## config.mk

```make
export PLATFORM = sky130hd
export DESIGN_NAME = dfdd_frame_sequencer
export DESIGN_NICKNAME = d
export VERILOG_FILES = /design/src/rtl/dfdd_ctrl_pkg.sv /design/src/rtl/dfdd_cfg_regfile.sv /design/src/rtl/dfdd_frame_sequencer.sv
export SDC_FILE = /design/constraint.sdc
export NUM_CORES = 2
export LEC_CHECK = 0
export BUFFER_PORTS_ARGS = -buffer_cell sky130_fd_sc_hd__buf_4
export CORE_MARGIN = 5
export CORE_UTILIZATION = 50
export DETAILED_ROUTE_END_ITERATION = 16
export GPL_ROUTABILITY_DRIVEN = 0
export GPL_TIMING_DRIVEN = 0
export PLACE_DENSITY = 0.71
export SLEW_MARGIN = 5
export SYNTH_ARGS = -nofsm -noshare
export SYNTH_HDL_FRONTEND = slang
export SYNTH_HIERARCHICAL = 1
export SYNTH_SLANG_ARGS = --single-unit
```

## constraint.sdc

```tcl
create_clock -name clk_i -period 4.2 [get_ports clk_i]
set_clock_uncertainty 0.2 [all_clocks]
set_input_delay 0.42 -clock clk_i [delete_from_list [all_inputs] [get_ports clk_i]]
set_output_delay 0.42 -clock clk_i [all_outputs]
set_load 0.005 [all_outputs]
```

## src/rtl/dfdd_ctrl_pkg.sv

```systemverilog
// Shared types and address-map helpers for the depth-datapath frame sequencer.
package dfdd_ctrl_pkg;

  typedef enum logic [2:0] {
    ST_IDLE,
    ST_LOAD,
    ST_STREAM,
    ST_GAP,
    ST_DRAIN
  } state_e;

  typedef enum logic [2:0] {
    F_NONE,
    F_W,
    F_WT,
    F_A,
    F_B,
    F_R,
    F_CC,
    F_RC
  } field_e;

  typedef struct packed {
    field_e     field;
    logic [5:0] idx;
    logic       hit;
  } cfg_dec_t;

  localparam int ADDR_WT = 6;
  localparam int BASE_A  = 7;

  function automatic int base_b(int scales, int nz);
    return BASE_A + scales * nz;
  endfunction

  function automatic int base_r(int scales, int nz);
    return base_b(scales, nz) + scales * nz;
  endfunction

  function automatic int base_c(int scales, int nz);
    return base_r(scales, nz) + nz;
  endfunction

  // Flat address -> field plus index within that field's array.
  function automatic cfg_dec_t cfg_decode(logic [5:0] addr, int scales, int nz);
    cfg_dec_t d;
    int       a;
    a = {26'd0, addr};
    d = '{field: F_NONE, idx: 6'd0, hit: 1'b0};
    if (a < 3 * scales) begin
      d = '{field: F_W, idx: 6'(a), hit: 1'b1};
    end else if (a == ADDR_WT) begin
      d = '{field: F_WT, idx: 6'd0, hit: 1'b1};
    end else if (a >= BASE_A && a < base_b(scales, nz)) begin
      d = '{field: F_A, idx: 6'(a - BASE_A), hit: 1'b1};
    end else if (a >= base_b(scales, nz) && a < base_r(scales, nz)) begin
      d = '{field: F_B, idx: 6'(a - base_b(scales, nz)), hit: 1'b1};
    end else if (a >= base_r(scales, nz) && a < base_c(scales, nz)) begin
      d = '{field: F_R, idx: 6'(a - base_r(scales, nz)), hit: 1'b1};
    end else if (a == base_c(scales, nz)) begin
      d = '{field: F_CC, idx: 6'd0, hit: 1'b1};
    end else if (a == base_c(scales, nz) + 1) begin
      d = '{field: F_RC, idx: 6'd0, hit: 1'b1};
    end
    return d;
  endfunction

endpackage

```

## src/rtl/dfdd_cfg_regfile.sv

```systemverilog
// Live coefficient file written by the config port, plus a shadow copy that
// the datapath sees and that only changes on snapshot_i.
module dfdd_cfg_regfile
  import dfdd_ctrl_pkg::*;
#(
  parameter int SCALES   = 2,
  parameter int NO_ZONES = 8
) (
  input  logic                                    clk_i,
  input  logic                                    rst_i,
  input  logic                                    we_i,
  input  logic [5:0]                              addr_i,
  input  logic [15:0]                             data_i,
  input  logic                                    snapshot_i,
  output logic [SCALES-1:0][2:0][15:0]            w_o,
  output logic [15:0]                             w_t_o,
  output logic [SCALES-1:0][NO_ZONES-1:0][15:0]   a_o,
  output logic [SCALES-1:0][NO_ZONES-1:0][15:0]   b_o,
  output logic [NO_ZONES-1:0][15:0]               r_squared_o,
  output logic [15:0]                             col_center_o,
  output logic [15:0]                             row_center_o
);

  logic [SCALES-1:0][2:0][15:0]          w_q,  sh_w_q;
  logic [SCALES-1:0][NO_ZONES-1:0][15:0] a_q,  sh_a_q;
  logic [SCALES-1:0][NO_ZONES-1:0][15:0] b_q,  sh_b_q;
  logic [NO_ZONES-1:0][15:0]             r_q,  sh_r_q;
  logic [15:0]                           wt_q, sh_wt_q;
  logic [15:0]                           cc_q, sh_cc_q;
  logic [15:0]                           rc_q, sh_rc_q;
  cfg_dec_t                              dec;
  int                                    di;

  assign dec = cfg_decode(addr_i, SCALES, NO_ZONES);
  assign di  = {26'd0, dec.idx};

  // Snapshot reads the pre-write live value, so a write in the LOAD cycle
  // only reaches the shadow at the following frame.
  always_ff @(posedge clk_i) begin
    if (rst_i) begin
      w_q <= '0;  a_q <= '0;  b_q <= '0;  r_q <= '0;
      wt_q <= '0; cc_q <= '0; rc_q <= '0;
      sh_w_q <= '0;  sh_a_q <= '0;  sh_b_q <= '0;  sh_r_q <= '0;
      sh_wt_q <= '0; sh_cc_q <= '0; sh_rc_q <= '0;
    end else begin
      if (we_i && dec.hit) begin
        for (int s = 0; s < SCALES; s++) begin
          for (int k = 0; k < 3; k++)
            if (dec.field == F_W && di == s * 3 + k) w_q[s][k] <= data_i;
          for (int z = 0; z < NO_ZONES; z++) begin
            if (dec.field == F_A && di == s * NO_ZONES + z) a_q[s][z] <= data_i;
            if (dec.field == F_B && di == s * NO_ZONES + z) b_q[s][z] <= data_i;
          end
        end
        for (int z = 0; z < NO_ZONES; z++)
          if (dec.field == F_R && di == z) r_q[z] <= data_i;
        if (dec.field == F_WT) wt_q <= data_i;
        if (dec.field == F_CC) cc_q <= data_i;
        if (dec.field == F_RC) rc_q <= data_i;
      end
      if (snapshot_i) begin
        sh_w_q  <= w_q;  sh_a_q  <= a_q;  sh_b_q  <= b_q;  sh_r_q <= r_q;
        sh_wt_q <= wt_q; sh_cc_q <= cc_q; sh_rc_q <= rc_q;
      end
    end
  end

  assign w_o          = sh_w_q;
  assign w_t_o        = sh_wt_q;
  assign a_o          = sh_a_q;
  assign b_o          = sh_b_q;
  assign r_squared_o  = sh_r_q;
  assign col_center_o = sh_cc_q;
  assign row_center_o = sh_rc_q;

endmodule

```

## src/rtl/dfdd_frame_sequencer.sv

```systemverilog
// Frame sequencer: pixel handshake, coordinate generation, row gaps,
// coefficient snapshot per frame and datapath output counting.
module dfdd_frame_sequencer
  import dfdd_ctrl_pkg::*;
#(
  parameter int IMAGE_WIDTH  = 50,
  parameter int IMAGE_HEIGHT = 50,
  parameter int SCALES       = 2,
  parameter int NO_ZONES     = 8,
  parameter int ROW_GAP      = 4
) (
  input  logic                                    clk_i,
  input  logic                                    rst_i,
  input  logic                                    start_i,
  input  logic                                    cont_i,
  input  logic [7:0]                              pix_plus_i,
  input  logic [7:0]                              pix_minus_i,
  input  logic                                    pix_valid_i,
  output logic                                    pix_ready_o,
  input  logic                                    cfg_we_i,
  input  logic [5:0]                              cfg_addr_i,
  input  logic [15:0]                             cfg_data_i,
  output logic [7:0]                              rho_plus_o,
  output logic [7:0]                              rho_minus_o,
  output logic [15:0]                             col_o,
  output logic [15:0]                             row_o,
  output logic                                    valid_o,
  output logic [SCALES-1:0][2:0][15:0]            w_o,
  output logic [15:0]                             w_t_o,
  output logic [SCALES-1:0][NO_ZONES-1:0][15:0]   a_o,
  output logic [SCALES-1:0][NO_ZONES-1:0][15:0]   b_o,
  output logic [NO_ZONES-1:0][15:0]               r_squared_o,
  output logic [15:0]                             col_center_o,
  output logic [15:0]                             row_center_o,
  input  logic                                    dp_valid_i,
  output logic                                    busy_o,
  output logic                                    frame_done_o,
  output logic                                    overrun_o
);

  localparam logic [15:0] NPIX     = 16'(IMAGE_WIDTH * IMAGE_HEIGHT);
  localparam logic [15:0] LAST_COL = 16'(IMAGE_WIDTH - 1);
  localparam logic [15:0] LAST_ROW = 16'(IMAGE_HEIGHT - 1);
  localparam logic [15:0] GAP_INIT = 16'((ROW_GAP > 0) ? ROW_GAP - 1 : 0);

  state_e      state_q, state_d;
  logic [15:0] col_cnt_q, row_cnt_q, out_cnt_q, gap_cnt_q;
  logic [15:0] col_q, row_q;
  logic [7:0]  rho_p_q, rho_m_q;
  logic        valid_q, ready_q, busy_q, done_q, ovr_q;
  logic        xfer, last_col, last_row, snapshot;

  assign xfer     = pix_valid_i && ready_q;
  assign last_col = (col_cnt_q == LAST_COL);
  assign last_row = (row_cnt_q == LAST_ROW);
  assign snapshot = (state_q == ST_LOAD);

  always_comb begin
    state_d = state_q;
    case (state_q)
      ST_IDLE:   if (start_i) state_d = ST_LOAD;
      ST_LOAD:   state_d = ST_STREAM;
      ST_STREAM: if (xfer && last_col) begin
                   if (last_row)         state_d = ST_DRAIN;
                   else if (ROW_GAP > 0) state_d = ST_GAP;
                 end
      ST_GAP:    if (gap_cnt_q == 16'd0) state_d = ST_STREAM;
      ST_DRAIN:  if (out_cnt_q == NPIX) state_d = cont_i ? ST_LOAD : ST_IDLE;
      default:   state_d = ST_IDLE;
    endcase
  end

  always_ff @(posedge clk_i) begin
    if (rst_i) begin
      state_q   <= ST_IDLE;
      col_cnt_q <= '0; row_cnt_q <= '0; out_cnt_q <= '0; gap_cnt_q <= '0;
      col_q     <= '0; row_q     <= '0; rho_p_q   <= '0; rho_m_q   <= '0;
      valid_q   <= 1'b0; ready_q <= 1'b0; busy_q <= 1'b0;
      done_q    <= 1'b0; ovr_q   <= 1'b0;
    end else begin
      state_q <= state_d;
      // Moore outputs registered from the next state so they line up with it.
      ready_q <= (state_d == ST_STREAM);
      busy_q  <= (state_d != ST_IDLE);
      valid_q <= xfer;
      done_q  <= (state_q == ST_DRAIN) && (out_cnt_q == NPIX);

      if (xfer) begin
        rho_p_q <= pix_plus_i;
        rho_m_q <= pix_minus_i;
        col_q   <= col_cnt_q;
        row_q   <= row_cnt_q;
        if (last_col) begin
          col_cnt_q <= '0;
          row_cnt_q <= row_cnt_q + 16'd1;
        end else begin
          col_cnt_q <= col_cnt_q + 16'd1;
        end
      end

      if (state_q == ST_STREAM)   gap_cnt_q <= GAP_INIT;
      else if (state_q == ST_GAP) gap_cnt_q <= gap_cnt_q - 16'd1;

      if (state_q == ST_LOAD) begin
        col_cnt_q <= '0;
        row_cnt_q <= '0;
        out_cnt_q <= '0;
      end else if (state_q != ST_IDLE && dp_valid_i) begin
        if (out_cnt_q == NPIX) ovr_q <= 1'b1;
        else                   out_cnt_q <= out_cnt_q + 16'd1;
      end
    end
  end

  dfdd_cfg_regfile #(
    .SCALES   (SCALES),
    .NO_ZONES (NO_ZONES)
  ) u_regfile (
    .clk_i        (clk_i),
    .rst_i        (rst_i),
    .we_i         (cfg_we_i),
    .addr_i       (cfg_addr_i),
    .data_i       (cfg_data_i),
    .snapshot_i   (snapshot),
    .w_o          (w_o),
    .w_t_o        (w_t_o),
    .a_o          (a_o),
    .b_o          (b_o),
    .r_squared_o  (r_squared_o),
    .col_center_o (col_center_o),
    .row_center_o (row_center_o)
  );

  assign pix_ready_o  = ready_q;
  assign rho_plus_o   = rho_p_q;
  assign rho_minus_o  = rho_m_q;
  assign col_o        = col_q;
  assign row_o        = row_q;
  assign valid_o      = valid_q;
  assign busy_o       = busy_q;
  assign frame_done_o = done_q;
  assign overrun_o    = ovr_q;

endmodule

```

# Yosys cells after proc, flatten, opt, wreduce, memory -nomap -nowiden
# Cells that the tools add are included.
dict set report op_classes {
  eq_ne 33
  bitwise_logic 2
  magnitude_cmp 7
  mux 17
  reduce_logical 114
  n_addsub 7
}
# op n
set op_table {}
lappend op_table {{$reduce_and 2->1} 51}
lappend op_table {{$mux 10} 7}
lappend op_table {{$eq 6x5->1 const B} 9}
lappend op_table {{$logic_and 1x1->1} 54}
lappend op_table {{$add 16x1->16 const B} 3}
lappend op_table {{$eq 16x6->1 const B} 2}
lappend op_table {{$logic_not 32->1} 1}
lappend op_table {{$eq 6x4->1 const B} 5}
lappend op_table {{$eq 16x12->1 const B} 1}
lappend op_table {{$logic_not 16->1} 1}
lappend op_table {{$mux 16} 1}
lappend op_table {{$sub 16x1->16 const B} 1}
lappend op_table {{$eq 3x2->1 const B} 5}
lappend op_table {{$eq 3x3->1 const B} 5}
lappend op_table {{$mux 3} 5}
lappend op_table {{$pmux 3 s5} 1}
lappend op_table {{$eq 6x3->1 const B} 2}
lappend op_table {{$lt 6x6->1 const B} 2}
lappend op_table {{$eq 3x1->1 const B} 2}
lappend op_table {{$eq 6x2->1 const B} 1}
lappend op_table {{$eq 6x6->1 const B} 1}
lappend op_table {{$ge 6x3->1 const B} 1}
lappend op_table {{$ge 6x5->1 const B} 1}
lappend op_table {{$ge 6x6->1 const B} 1}
lappend op_table {{other kinds (13)} 17}
dict set report word_totals {
  output_inout_bits 837
  regBits 1688
  word_cells 293
}

# Logic depth before layout (Yosys ltp)
dict set report depth {
  ltp_word 11
  ltp_mapped 13
}

# Cells and area by module
# Netlist, hierarchy kept.
# module n_inst seq_area_each_um2 cells_per_inst area_each_um2
set modules_own_cells {}
lappend modules_own_cells {dfdd_cfg_regfile 1 31390.1 5370 56066.3}
lappend modules_own_cells {dfdd_frame_sequencer 1 2402.3 646 5288.8}

# Worst setup path before layout
# Ideal clock, no wire load.
dict set report synth_timing {
  kind {input port to flip-flop}
  from {input cfg_addr_i[0]}
  to {register u_regfile/a_q[133] in the netlist's numbering}
  arrival_ns 3.021
  slack_ns 0.852
  path_stages 11
  path_buffers 3
  setup_ns 0.128
  cell_sequence {clkbuf_1 inv_1 ha_1 nor2b_1 o21ai_0 o211ai_2 buf_4 nor4_4 buf_4 mux2i_1 nor2_1}
}
dict set report synth_between {
  elab_chain_cells 11
  word_cells_on_any_way 28
  classes_between {add/sub: 3; order compare: 7; eq/ne: 5; mux: 7; reduce/logical: 6}
}
# item line
set synth_lines {}
lappend synth_lines {{start, declared} dfdd_frame_sequencer.sv:21} ;# input logic [5:0] cfg_addr_i,
lappend synth_lines {{branches (longest 7 deep; another with $ge 6x6->1)} -}
lappend synth_lines {{$mux 10 *} dfdd_ctrl_pkg.sv:50} ;# if (a < 3 * scales) begin
lappend synth_lines {{$eq 3x2->1} dfdd_cfg_regfile.sv:51} ;# if (dec.field == F_A && di == s * NO_ZONES + z) a_q[s][z] <= data_i;
lappend synth_lines {{$logic_and 1x1->1} dfdd_cfg_regfile.sv:51}
lappend synth_lines {{$reduce_and 2->1 (no source line) *} -}
lappend synth_lines {{end signal, assigned by index} dfdd_cfg_regfile.sv:51}
lappend synth_lines {{end, declared} dfdd_cfg_regfile.sv:25} ;# logic [SCALES-1:0][NO_ZONES-1:0][15:0] a_q, sh_a_q;
# Mark *: on every way between the ends.
# A chain may end at the register's enable or synchronous reset.

# Worst setup path after layout
dict set report layout_timing {
  from {register state_q[2]}
  to {register u_regfile.sh_b_q (netlist bit u_regfile/b_o[41])}
}
dict set report layout_between {
  elab_chain_cells 1
}
# item line
set layout_lines {}
lappend layout_lines {{start, declared} dfdd_frame_sequencer.sv:46} ;# state_e state_q, state_d;
lappend layout_lines {{start signal, assigned} dfdd_frame_sequencer.sv:81} ;# state_q <= state_d;
lappend layout_lines {{$eq 3x1->1} dfdd_frame_sequencer.sv:56} ;# assign snapshot = (state_q == ST_LOAD);
lappend layout_lines {{via snapshot} dfdd_frame_sequencer.sv:51} ;# logic xfer, last_col, last_row, snapshot;
lappend layout_lines {{end signal, assigned} dfdd_cfg_regfile.sv:62} ;# sh_w_q <= w_q; sh_a_q <= a_q; sh_b_q <= b_q; sh_r_q <= r_q;
lappend layout_lines {{end, declared} dfdd_cfg_regfile.sv:26} ;# logic [SCALES-1:0][NO_ZONES-1:0][15:0] b_q, sh_b_q;
# The timed path passes the listed nets, and every way through them passes these cells.

==> qor.yml <==
irDropWorstVdd_v: 0.000421
synth_compound_area_frac: 0.0408
placed_area_sq_mm: 0.0700
crit_cells: 7
rsz0062_at_grt: "no"
rrSetupSlack_ns: 0.26
crit_family: "buffers and inverters"
cts_buffers: 171
antenna_found_initial: 18
critical_path_required_ns: 4.66
drc: 0
synth_top_family_by_area: "multiplexers"
finalSetupViolCount: 0
period_share: 0.939
critPathKind: "reg -> reg"
synth_top_area_cell: "dfxtp_1"
portBuffers: 878
cp_num_buf_inv: 4
synth_top_area_frac: 0.551
fp.dieW_microns: 360
dieArea_sq_mm: 0.130
power_mw: 33.4
boundaryPins: 882
final_util: 0.625
clock-root-buffer: "clkbuf_16"
clk_latency_ns: 0.81
ant_nets: 0
grtUsageTotal: 0.313
timing.rr.start: "state_q[2]$_SDFF_PP0_"
grt_max_degree: 17
fin_area_sq_mm: 0.0762
ys_ff_latch: 1688
max_slew.worst_pin.slew_ns: 1.23
die_y_microns: 360
startpoint_type: "flop"
viasPerCell: 5.45
syn2layout_area_growth_pct: 24.1
arrival_ns: 4.41
min_period_ns: 3.94
wire_per_inst_microns: 24.1
synthMuxAreaShare: 0.209
synthTopCellsByCount: "dfxtp_1 (1,688), mux2i_1 (1,279), nor2_1 (1,258), clkbuf_1 (347), nand2_1 (270)"
outcome: "completed"
path_cells: "nor3b_2 > clkbuf_1 > clkbuf_2 > clkbuf_1 > buf_1 > mux2i_1 > nor2_1"
cp_slowest_cell: "clkbuf_1"
hp-start: "rst_i"
max_stage_delay_ns: 0.73
routed-via-count: 48400
htreeDepth: 4
core_sq_mm: 0.122
crit_top_cell: "clkbuf_1"
cts_tree: "built"
r2r-end: "u_regfile/b_o[41]$_SDFFE_PP0P_"
finalNetCount: 7162
avgSynthCellArea_sq_um: 10.2
grt_pass1_wl_mm: 308
synthCells: 6016
hpwl_mm: 154
synthDistinctLibCells: 72
r2r_cells: 7
synth_top_flop_cell: "dfxtp_1"
drt_first_pass_iters: 6
powerDensity_mw_per_mm2: 438
final_hold_viol_count: 0
ys_warn_count: 6
overflow: 0
drt_iter0_markers: 4311
synth_edf_count: 0
drt-total-wl_mm: 214
syn_nets: 6072
hold_depth: 4
first_global_vias: 46500
cts_num_sinks: 1688
max_slew_margin: 0.179
postCtsSetupRepairBufs: 0
synth_fa_ha_area_frac: 0.00224
synth-xor-area-share: 0.00328
async_reset_ff_frac: 0
drive_above_1_share: 0.177
rows: 128
min_path_type: "in -> reg"
hold_end: "row_cnt_q[15]$_SDFFE_PP0N_"
ys_seq_area_frac: 0.551
fmax_ghz: 0.254
clkTransAtPathRegs_ns: 0.06
ctsLongestPathBuffers: 3
synthSimpleGateAreaFrac: 0.160
slew_viol_final: 0
synthesis.area_sq_mm: 0.0614
end_kind: "flop"
cap_violations: 0
yosysMostFrequentCell: "dfxtp_1"
p_leak_nw: 29.5
ys_top_cells_by_area: "dfxtp_1 (55%), mux2i_1 (21%), nor2_1 (7.7%), nand3b_1 (3.0%), clkbuf_1 (2.1%)"
cp_max_fo: 10
initial_core_util: 0.503
==> timing repair <==
item / CTS / global route
hold endpoints to repair: 50 / 0
endpoints found under the setup margin: 760 / 373
hold buffers: 39 / 0
gates cloned: 0 / 0
resized for setup: 13 / 1
==> cells by family after synthesis <==
kind of cell | count (synthesis)
simple gates | 2062
buf+inv | 494
xor+xnor | 23
compound gates | 459
mux | 1279
flops | 1688
fa+ha+maj | 11
==> through the flow <==
step | std cells | TNS [ns] | hold WS (ns) | setup slack [ns]
2_1_floorplan | 6016 | 0 | 0.236 | 0.852
3_3_place_gp | 8519 | -362.61 | 0.242 | -1.12
3_5_place_dp | 8519 | -395.35 | 0.247 | -1.16
4_1_cts | 8864 | 0 | 0.0513 | 0.0435
5_1_grt | 8867 | 0 | 0.102 | 0.155
6_report | 8877 | 0 | 0.121 | 0.257
==> worst min-delay path, cell delays in order <==
cell and delay (ns):
buf_4 0.11, or2_2 0.10, clkbuf_1 0.36, a21oi_1 0.07
==> state kept, by name, indices dropped and copies added, names as in the netlist, 96 cells and up <==
name	flops
u_regfile/a_o	256
u_regfile/b_q	256
u_regfile/w_o	96
u_regfile/b_o	256
u_regfile/r_q	128
u_regfile/a_q	256
u_regfile/w_q	96
u_regfile/r_squared_o	128
==> area by class of cell <==
class / instances / area [sq um]
Timing Repair Buffer: 917 / 6980
Sequential cell: 1688 / 33800
Clock inverter: 54 / 738
Inverter: 16 / 60.1
Tap cell: 1625 / 2030
Clock buffer: 252 / 4990
Antenna cell: 13 / 32.5
Buffer: 478 / 2090
Fill cell: 9987 / 45700
Multi-Input combinational cell: 3834 / 25500
==> power breakdown <==
| group | total [mW] | internal, mW | switching, mW |
|---|---|---|---|
| clock network | 15.5 | 9.00 | 6.47 |
| registers | 16.1 | 16.1 | 0.0394 |
| logic | 1.82 | 0.554 | 1.27 |
| total | 33.4 | 25.6 | 7.78 |
==> per-layer routing <==
| layer | up-vias | track usage | wire (microns) | part of all wire |
|---|---|---|---|---|
| met2 | 1829 | 0.513 | 99300 | 0.47 |
| li1 | 22600 | - | - | - |
| met3 | 376 | 0.0916 | 19200 | 0.090 |
| met1 | 23600 | 0.385 | 85300 | 0.40 |
| met5 | - | 0 | 0 | 0 |
| met4 | 0 | 0.134 | 9840 | 0.046 |
==> worst max path at each step <==
stage / end / start / slack, ns
after floorplan: u_regfile/a_q[133]$_SDFFE_PP0P_ / cfg_addr_i[0] / 0.85
after global placement: u_regfile/row_center_o[0]$_SDFFE_PP0P_ / state_q[2]$_SDFF_PP0_ / -1.12
after detailed placement: u_regfile/row_center_o[1]$_SDFFE_PP0P_ / state_q[2]$_SDFF_PP0_ / -1.16
after CTS: u_regfile/a_o[28]$_SDFFE_PP0P_ / state_q[2]$_SDFF_PP0_ / 0.04
after global routing: u_regfile/a_o[3]$_SDFFE_PP0P_ / state_q[2]$_SDFF_PP0_ / 0.16
final: u_regfile/b_o[41]$_SDFFE_PP0P_ / state_q[2]$_SDFF_PP0_ / 0.26
==> placed cells by master, fill, tap and decap left out, types with 11 or more instances in the layout <==
master	instances
dfxtp_1	1688
or4_1	17
nand2b_1	66
nor4_4	22
nand3_1	31
o31ai_1	15
nand4b_1	11
buf_6	15
nand3b_1	244
clkbuf_16	173
nor2_1	1258
buf_2	51
mux2i_1	1279
dlygate4sd3_1	39
or3_1	24
buf_1	40
clkbuf_1	385
bufinv_16	12
buf_4	899
nand2_1	270
a21oi_1	143
xor2_1	19
nand4_1	31
o21ai_0	259
nor3_1	19
nor4_1	11
clkbuf_8	36
diode_2	13
inv_1	16
clkinv_2	23
ha_1	11
(Power assumes the default switching activity.)
